$ cat src/rtl/sha3_pkg.sv
// Constants and FSM state type shared by the SHA3-256 input feeder and its users.
// Rate is 1088 bits: 17 words of 64 bits, 136 bytes.
package sha3_pkg;
    localparam int         RATE_BYTES = 136;
    localparam int         RATE_WORDS = 17;
    localparam logic [7:0] PAD_FIRST  = 8'h06;
    localparam logic [7:0] PAD_LAST   = 8'h80;

    typedef enum logic [1:0] {
        ST_FILL = 2'd0,
        ST_PAD  = 2'd1,
        ST_SEND = 2'd2,
        ST_WAIT = 2'd3
    } state_t;
endpackage

$ cat src/rtl/sha3_block_feeder.sv
// Packs 64-bit message words into SHA3-256 rate blocks, applies 0x06..0x80 padding and hands blocks to the core.
// Block strobe 1 cycle after SEND entry; s_ready stays low from block completion until the core absorbs it.
module sha3_block_feeder
    import sha3_pkg::*;
#(
    parameter int RATE_WORDS = 17
) (
    input  logic                     clk,
    input  logic                     rst_n,
    input  logic [63:0]              s_data,
    input  logic                     s_valid,
    input  logic                     s_last,
    input  logic [3:0]               s_nbytes,
    output logic                     s_ready,
    output logic [RATE_WORDS*64-1:0] in,
    output logic                     in_valid,
    output logic                     more,
    input  logic                     hash_next,
    input  logic                     out_valid
);
    localparam int BW  = RATE_WORDS * 64;
    localparam int RB  = RATE_WORDS * 8;
    localparam int WCW = $clog2(RATE_WORDS);
    localparam int PW  = $clog2(RB + 1);

    state_t          r_state;
    state_t          w_state_nxt;
    logic [WCW-1:0]  r_wcnt;
    logic [BW-1:0]   r_buf;
    logic            r_in_valid;
    logic            r_more;
    logic            r_pad_only;
    logic [PW-1:0]   r_pad_pos;

    logic            w_accept;
    logic            w_absorbed;
    logic [3:0]      w_nbytes;
    logic [63:0]     w_mask;
    logic [63:0]     w_word;
    logic [PW-1:0]   w_pos;

    // Byte-lane mask keeps the leading w_nbytes bytes of the word.
    always_comb begin
        w_nbytes = (!s_last || (s_nbytes > 4'd8)) ? 4'd8 : s_nbytes;
        w_mask   = ~({64{1'b1}} >> {w_nbytes, 3'b000});
        w_word   = s_data & w_mask;
        w_pos    = PW'({r_wcnt, 3'b000}) + PW'(w_nbytes);
    end

    always_ff @(posedge clk or negedge rst_n) begin
        if (!rst_n) begin
            r_state <= ST_FILL;
        end else begin
            r_state <= w_state_nxt;
        end
    end

    always_comb begin
        w_state_nxt = r_state;
        s_ready     = 1'b0;
        w_accept    = 1'b0;
        w_absorbed  = 1'b0;
        case (r_state)
            ST_FILL: begin
                s_ready  = 1'b1;
                w_accept = s_valid;
                if (s_valid) begin
                    if (s_last) begin
                        w_state_nxt = ST_PAD;
                    end else if (r_wcnt == WCW'(RATE_WORDS - 1)) begin
                        w_state_nxt = ST_SEND;
                    end
                end
            end
            ST_PAD:  w_state_nxt = ST_SEND;
            ST_SEND: w_state_nxt = ST_WAIT;
            ST_WAIT: begin
                w_absorbed = r_more ? hash_next : out_valid;
                if (w_absorbed) begin
                    w_state_nxt = r_pad_only ? ST_SEND : ST_FILL;
                end
            end
            default: w_state_nxt = ST_FILL;
        endcase
    end

    // Slots are only ever written after a clear, so OR-ing a word in is equivalent to overwriting it.
    always_ff @(posedge clk or negedge rst_n) begin
        if (!rst_n) begin
            r_wcnt     <= '0;
            r_buf      <= '0;
            r_in_valid <= 1'b0;
            r_more     <= 1'b0;
            r_pad_only <= 1'b0;
            r_pad_pos  <= '0;
        end else begin
            r_in_valid <= (r_state == ST_SEND);
            if (w_accept) begin
                r_buf <= r_buf | (BW'(w_word) << (64 * (RATE_WORDS - 1 - int'(r_wcnt))));
                if (s_last) begin
                    r_pad_pos <= w_pos;
                end else if (r_wcnt == WCW'(RATE_WORDS - 1)) begin
                    r_wcnt <= '0;
                    r_more <= 1'b1;
                end else begin
                    r_wcnt <= r_wcnt + WCW'(1);
                end
            end
            if (r_state == ST_PAD) begin
                r_wcnt <= '0;
                if (int'(r_pad_pos) < RB) begin
                    r_buf  <= r_buf | (BW'(PAD_FIRST) << (8 * (RB - 1 - int'(r_pad_pos))))
                                    | BW'(PAD_LAST);
                    r_more <= 1'b0;
                end else begin
                    r_more     <= 1'b1;
                    r_pad_only <= 1'b1;
                end
            end
            if (w_absorbed) begin
                r_wcnt     <= '0;
                r_more     <= 1'b0;
                r_pad_only <= 1'b0;
                r_buf      <= r_pad_only ? {PAD_FIRST, {(BW - 16){1'b0}}, PAD_LAST} : '0;
            end
        end
    end

    assign in       = r_buf;
    assign in_valid = r_in_valid;
    assign more     = r_more;
endmodule

$ cat config.mk
export PLATFORM = sky130hd
export DESIGN_NAME = sha3_block_feeder
export DESIGN_NICKNAME = d
export VERILOG_FILES = /design/src/rtl/sha3_pkg.sv /design/src/rtl/sha3_block_feeder.sv
export SDC_FILE = /design/constraint.sdc
export NUM_CORES = 2
export LEC_CHECK = 0
export BUFFER_PORTS_ARGS = -buffer_cell sky130_fd_sc_hd__buf_4
export CORE_AREA = 2 2 454 456
export DETAILED_ROUTE_END_ITERATION = 8
export DIE_AREA = 0 0 456 458
export GPL_ROUTABILITY_DRIVEN = 0
export HOLD_SLACK_MARGIN = 0.03
export SYNTH_ARGS = -nofsm -noshare
export SYNTH_HDL_FRONTEND = slang
export SYNTH_SLANG_ARGS = --single-unit
$ cat constraint.sdc
create_clock -name clk -period 3.8 [get_ports clk]
set_input_delay 0.76 -clock clk [delete_from_list [all_inputs] [get_ports clk]]
set_output_delay 0.76 -clock clk [all_outputs]
set_load 0.05 [all_outputs]
After elaboration in Yosys (flattened, before gate mapping)
Cells that the tools add are included.
Word-level totals
  register bits: 1106
  word-level logic and storage cells: 70
Cells by class
  add/sub/neg operators: 4
  magnitude comparators: 2
  equality and inequality tests: 9
  shift-type cells: 3
  muxes and demuxes: 30
  bitwise gates (word level): 4
  reduce and logical (&&, ||, !) cells: 11
Operators with widths (count)
  1088-bit two-way mux: 4
  1088-bit bitwise OR: 2
  3-bit by 32-bit left shift with 1088-bit output, first input constant: 1
  64-bit by 32-bit left shift with 1088-bit output: 1
  1083-bit two-way mux: 1
  64-bit AND: 1
  64-bit NOT: 1
  64-bit by 7-bit right shift with 64-bit output, first input constant: 1
  5-bit two-way mux: 5
  1-bit two-way mux: 13
  2-bit two-way mux: 5
  8-bit by 8-bit subtractor with 9-bit output, first input constant: 1
  8-bit by 4-bit adder with 8-bit output: 1
  8-bit less-than comparator, second input constant: 1
  2-bit one-hot mux with 4 select lines: 1
  2-bit inequality test, second input constant: 3
  2-bit AND reduction: 3
  3-bit AND reduction: 2
  3-bit nonzero test: 2
  5-bit by 5-bit subtractor with 6-bit output, first input constant: 1
  5-bit by 1-bit adder with 5-bit output, second input constant: 1
  5-bit equality test, second input constant: 1
  2-bit equality test, second input constant: 2
  4-bit greater-than comparator, second input constant: 1
  8 further kinds: 8

Depth between registers and ports, before layout
  depth after elaboration: 12
  depth in mapped cells: 14
  mapped depth without buffers: 9

Worst setup path after synthesis
Ideal clock, no wire load.
  kind: register -> register
  start: register r_wcnt[0]
  end: register r_buf[506] (netlist: in[506])
  arrival time: 3.414 ns
  setup slack: 0.319 ns
  cell stages (with the launch flop): 14
  buffers on the path: 4
  cell sequence: dfrtp_1 > clkbuf_1 > clkbuf_1 > inv_1 > ha_1 > nor3b_1 > ha_1 > or4b_1 > buf_2 > a2111oi_4 > nand2_1 > buf_2 > nor2_1 > o31a_1
Between the ends
  word-level cells in the longest chain between the ends: 7
RTL lines
  start, declared: RTL line sha3_block_feeder.sv:28  | logic [WCW-1:0] r_wcnt;
  start signal, assigned: RTL line sha3_block_feeder.sv:106  | r_wcnt <= r_wcnt + WCW'(1);
  5-bit by 5-bit subtractor with 6-bit output *: RTL line sha3_block_feeder.sv:99  | r_buf <= r_buf | (BW'(w_word) << (64 * (RATE_WORDS - 1 - int'(r_wcnt))));
  64-bit by 32-bit left shift with 1088-bit output *: RTL line sha3_block_feeder.sv:99
  1088-bit bitwise OR *: RTL line sha3_block_feeder.sv:99
  1088-bit two-way mux *: RTL line sha3_block_feeder.sv:98  | if (w_accept) begin
  1088-bit two-way mux: RTL line sha3_block_feeder.sv:111  | if (int'(r_pad_pos) < RB) begin
  1088-bit two-way mux *: RTL line sha3_block_feeder.sv:109  | if (r_state == ST_PAD) begin
  1088-bit two-way mux *: RTL line sha3_block_feeder.sv:120  | if (w_absorbed) begin
  end signal, assigned: RTL line sha3_block_feeder.sv:99
  end signal, assigned: RTL line sha3_block_feeder.sv:112  | r_buf <= r_buf | (BW'(PAD_FIRST) << (8 * (RB - 1 - int'(r_pad_pos))))
  end signal, assigned: RTL line sha3_block_feeder.sv:124  | r_buf <= r_pad_only ? {PAD_FIRST, {(BW - 16){1'b0}}, PAD_LAST} : '0;
  end, declared: RTL line sha3_block_feeder.sv:29  | logic [BW-1:0] r_buf;
Mark *: on every way between the ends. The rest lies on a longest branch, timed or not.
A chain may end at the register's enable or synchronous reset.

Worst setup path after layout
  start: register r_wcnt[2]
  end: register r_buf[1080] (netlist: in[1080])
Same word-level chain as after synthesis.

==> results.md <==
- CP Capture Type: register
- Worst Path Arrival: 4.34 ns
- HP Start: s_data[61]
- Max_cap viols: 0
- Global Route Usage Sum: 0.224
- DIE AREA: 209000 sq um
- Detailed Routing Iterations Pass 1: 6
- Yosys Warn Count: 0
- Hold Crit Class: in -> reg
- Die W: 456 um
- Vias in the first global route: 36700
- Post-DP HPWL: 184 mm
- CP Class: reg -> reg
- Syn Area/Cell: 11.3 sq um
- CP Max Fanout: 13
- Max VDD drop: 0.404 mV
- # rows: 166
- Final Hold Viols: 0
- Most common cell in the netlist: dfrtp_1
- Main combinational cell family by area after synthesis: compound AO/OA/AOI/OAI gates
- Remaining DRCs: 0
- CP Data Required Time: 4.55 ns
- Design area: 59800 sq um
- Setup violators final: 0
- Final wirelength: 243 mm
- Rel. slew slack: 0.284
- Leakage power: 29.5 nW
- Final worst-path cycle share: 0.944
- Synth Area in Simple Gates: 0.113
- Setup tns final: 0 ns
- Placed standard-cell area: 55500 sq um
- Worst R2R Start: r_wcnt[2]
- Root Buffer Master: clkbuf_16
- Initial Utilization: 0.208
- Fillers: 21100
- Mapped Nets: 3835
- Cells after Synth: 3755
- Initial antenna violation count: 41
- Crit path launch type: register
- Cts bufs inserted: 121
- FFs w/ async S/R, synth: 1.00
- RSZ-0062 raised after global routing: no
- Pin count of the biggest net entering global routing: 157
- Gr ovfl total: 0
- Yosys cell types: 70
- WL/cell: 31.3 um
- CTS sink cnt: 1106
- Share of layout cells above drive strength 1: 0.323
- Compound-Gate Fraction of Synth Area: 0.201
- List of most frequent post-synthesis cells: dfrtp_1, nand2_1, nor2_1
- Top_reg_cell synth: dfrtp_1
- Seq/Total Area, Yosys: 0.653
- Adder-cell share of the synthesized area: 0.00177
- I/O Buffers: 1164
- Mux cell area share after synthesis: 0.00100
- Final Power: 34.5 mW
- EDFF count, synth: 0
- Least-Margin Pin Slew: 1.07 ns
- Clock Skew: 0.0634 ns
- Clock period minus final worst setup slack: 3.59 ns
- Fmax: 279 MHz
- Synthesized flop and latch total: 1106
- Htree depth: 3
- CORE AREA: 204000 sq um
- Clock Latency Late Sink: 0.81 ns
- Clock transition at the registers of the reported paths: 0.07 ns
- Pwr Density: 576 nW/um^2
- Final Max Slew Viols: 0
- XOR/XNOR share of the synthesized area: 0.00165
- # IOs: 1165
- Iter 0 DRT Violations: 4483
- CTS tree: yes
- Mapped Area: 42400 sq um
- Vias per cell: 4.90
- CTS Buffer Depth: 3
- Post-detailed-route count of antenna-violating nets: 0
- Via count: 38000
- Synth top area share: 0.653
- Final core utilization: 0.294
- Die Y: 458 um
- Synthesis-to-layout area growth: 41.2%
- Critical Path Start: r_wcnt[2]
- Status: complete, no violations
- Dominant cell type by area after synthesis: dfrtp_1
- Fin nets: 5035
- First-pass GRT wire length: 325 mm
- Top cells by area, synth: dfrtp_1, a22o_1, nand2_1
- Post-CTS setup buffers: 0
-- report_power, final --
group	internal, mW	switching, mW
Sequential	12.3	0.480
Combinational	1.91	7.15
Clock	7.28	5.37
-- layout by cell type, fill, tap and decap left out, types with 9 or more instances in the layout --
cell type / instances
nor2_1: 399
clkbuf_1: 27
buf_4: 1336
a22o_1: 388
a31oi_1: 54
nor3_1: 53
a21oi_1: 29
nand3_1: 39
diode_2: 10
nor2b_1: 13
and2_1: 15
o21a_1: 11
o311ai_0: 14
clkbuf_8: 25
nand2b_1: 11
buf_12: 39
clkbuf_16: 123
nor2_2: 9
nor2_4: 10
clkinv_2: 21
bufinv_16: 12
dfrtp_1: 1106
a211o_1: 16
o21ai_0: 404
nand2_1: 533
inv_1: 9
o31a_1: 190
-- metal layers --
metal	routed length [um]	up-vias	GRT usage
met2	114000	2150	0.362
met3	19900	482	0.0543
li1	-	15800	-
met1	93500	19500	0.274
met4	14900	30	0.125
met5	186	-	0
-- state kept, by name, indices dropped and copies added (netlist names) --
register and cells:
in 1088, r_pad_pos 8, r_wcnt 5, r_state 2
in_valid 1, more 1, r_pad_only 1
-- through the flow --
step | worst slack (ns) | hold WS [ns] | instances
after global placement | 0.262 | 0.462 | 7519
after detailed placement | 0.204 | 0.471 | 7519
after floorplan | 0.319 | 0.464 | 3755
after CTS | 0.155 | 0.141 | 7747
final | 0.214 | 0.231 | 7757
after global routing | 0.0416 | 0.200 | 7749
-- final timing paths --
check                            to  slack [ns]  depth (start not counted)
min in group asynchronous   in[597]        0.47                          2
min reg2reg                 in[915]        0.48                          2
max in group asynchronous   in[302]        1.89                          3
max reg2reg                in[1080]        0.21                          6
min                        in[1085]        0.23                          3
max                        in[1080]        0.21                          6
-- area by class of cell --
cell class | count | area [sq um] | share of cell area
antenna | 10 | 25.0 | 0.000418
timing repair buffer | 1377 | 10800 | 0.181
sequential | 1106 | 27700 | 0.463
multi-input combinational | 2340 | 13600 | 0.228
tap | 2688 | 3360 | 0.0562
inverter | 9 | 33.8 | 0.000565
clock buffer | 175 | 3520 | 0.0589
clock inverter | 52 | 718 | 0.0120
-- logic make-up (layout without fill, tap and decap cells) --
| family | count (synthesis) | count (layout) |
|---|---|---|
| AOI/OAI and AO/OA | 1175 | 1175 |
| xor gates and xnor gates | 8 | 8 |
| adders and majority gates | 6 | 6 |
| buffers and inverters | 309 | 1613 |
| DFF | 1106 | 1106 |
| muxes | 4 | 4 |
| other | 0 | 10 |
| and+or+nand+nor | 1147 | 1147 |
-- worst max-delay path, stage by stage, from the launching register on --
cell and delay, ns:
dfrtp_1 0.51, buf_4 0.24, o41a_1 0.55, a21oi_2 0.72
nand2_1 0.42, nor2_1 0.80, a32o_1 0.27
-- repair_timing --
action / 4_1_cts / 5_1_grt
gates resized for setup: 0 / 1
hold buffers: 1 / 0
endpoints found under the hold margin: 30 / 0
endpoints found under the setup margin: 0 / 1
(Power assumes the default switching activity.)
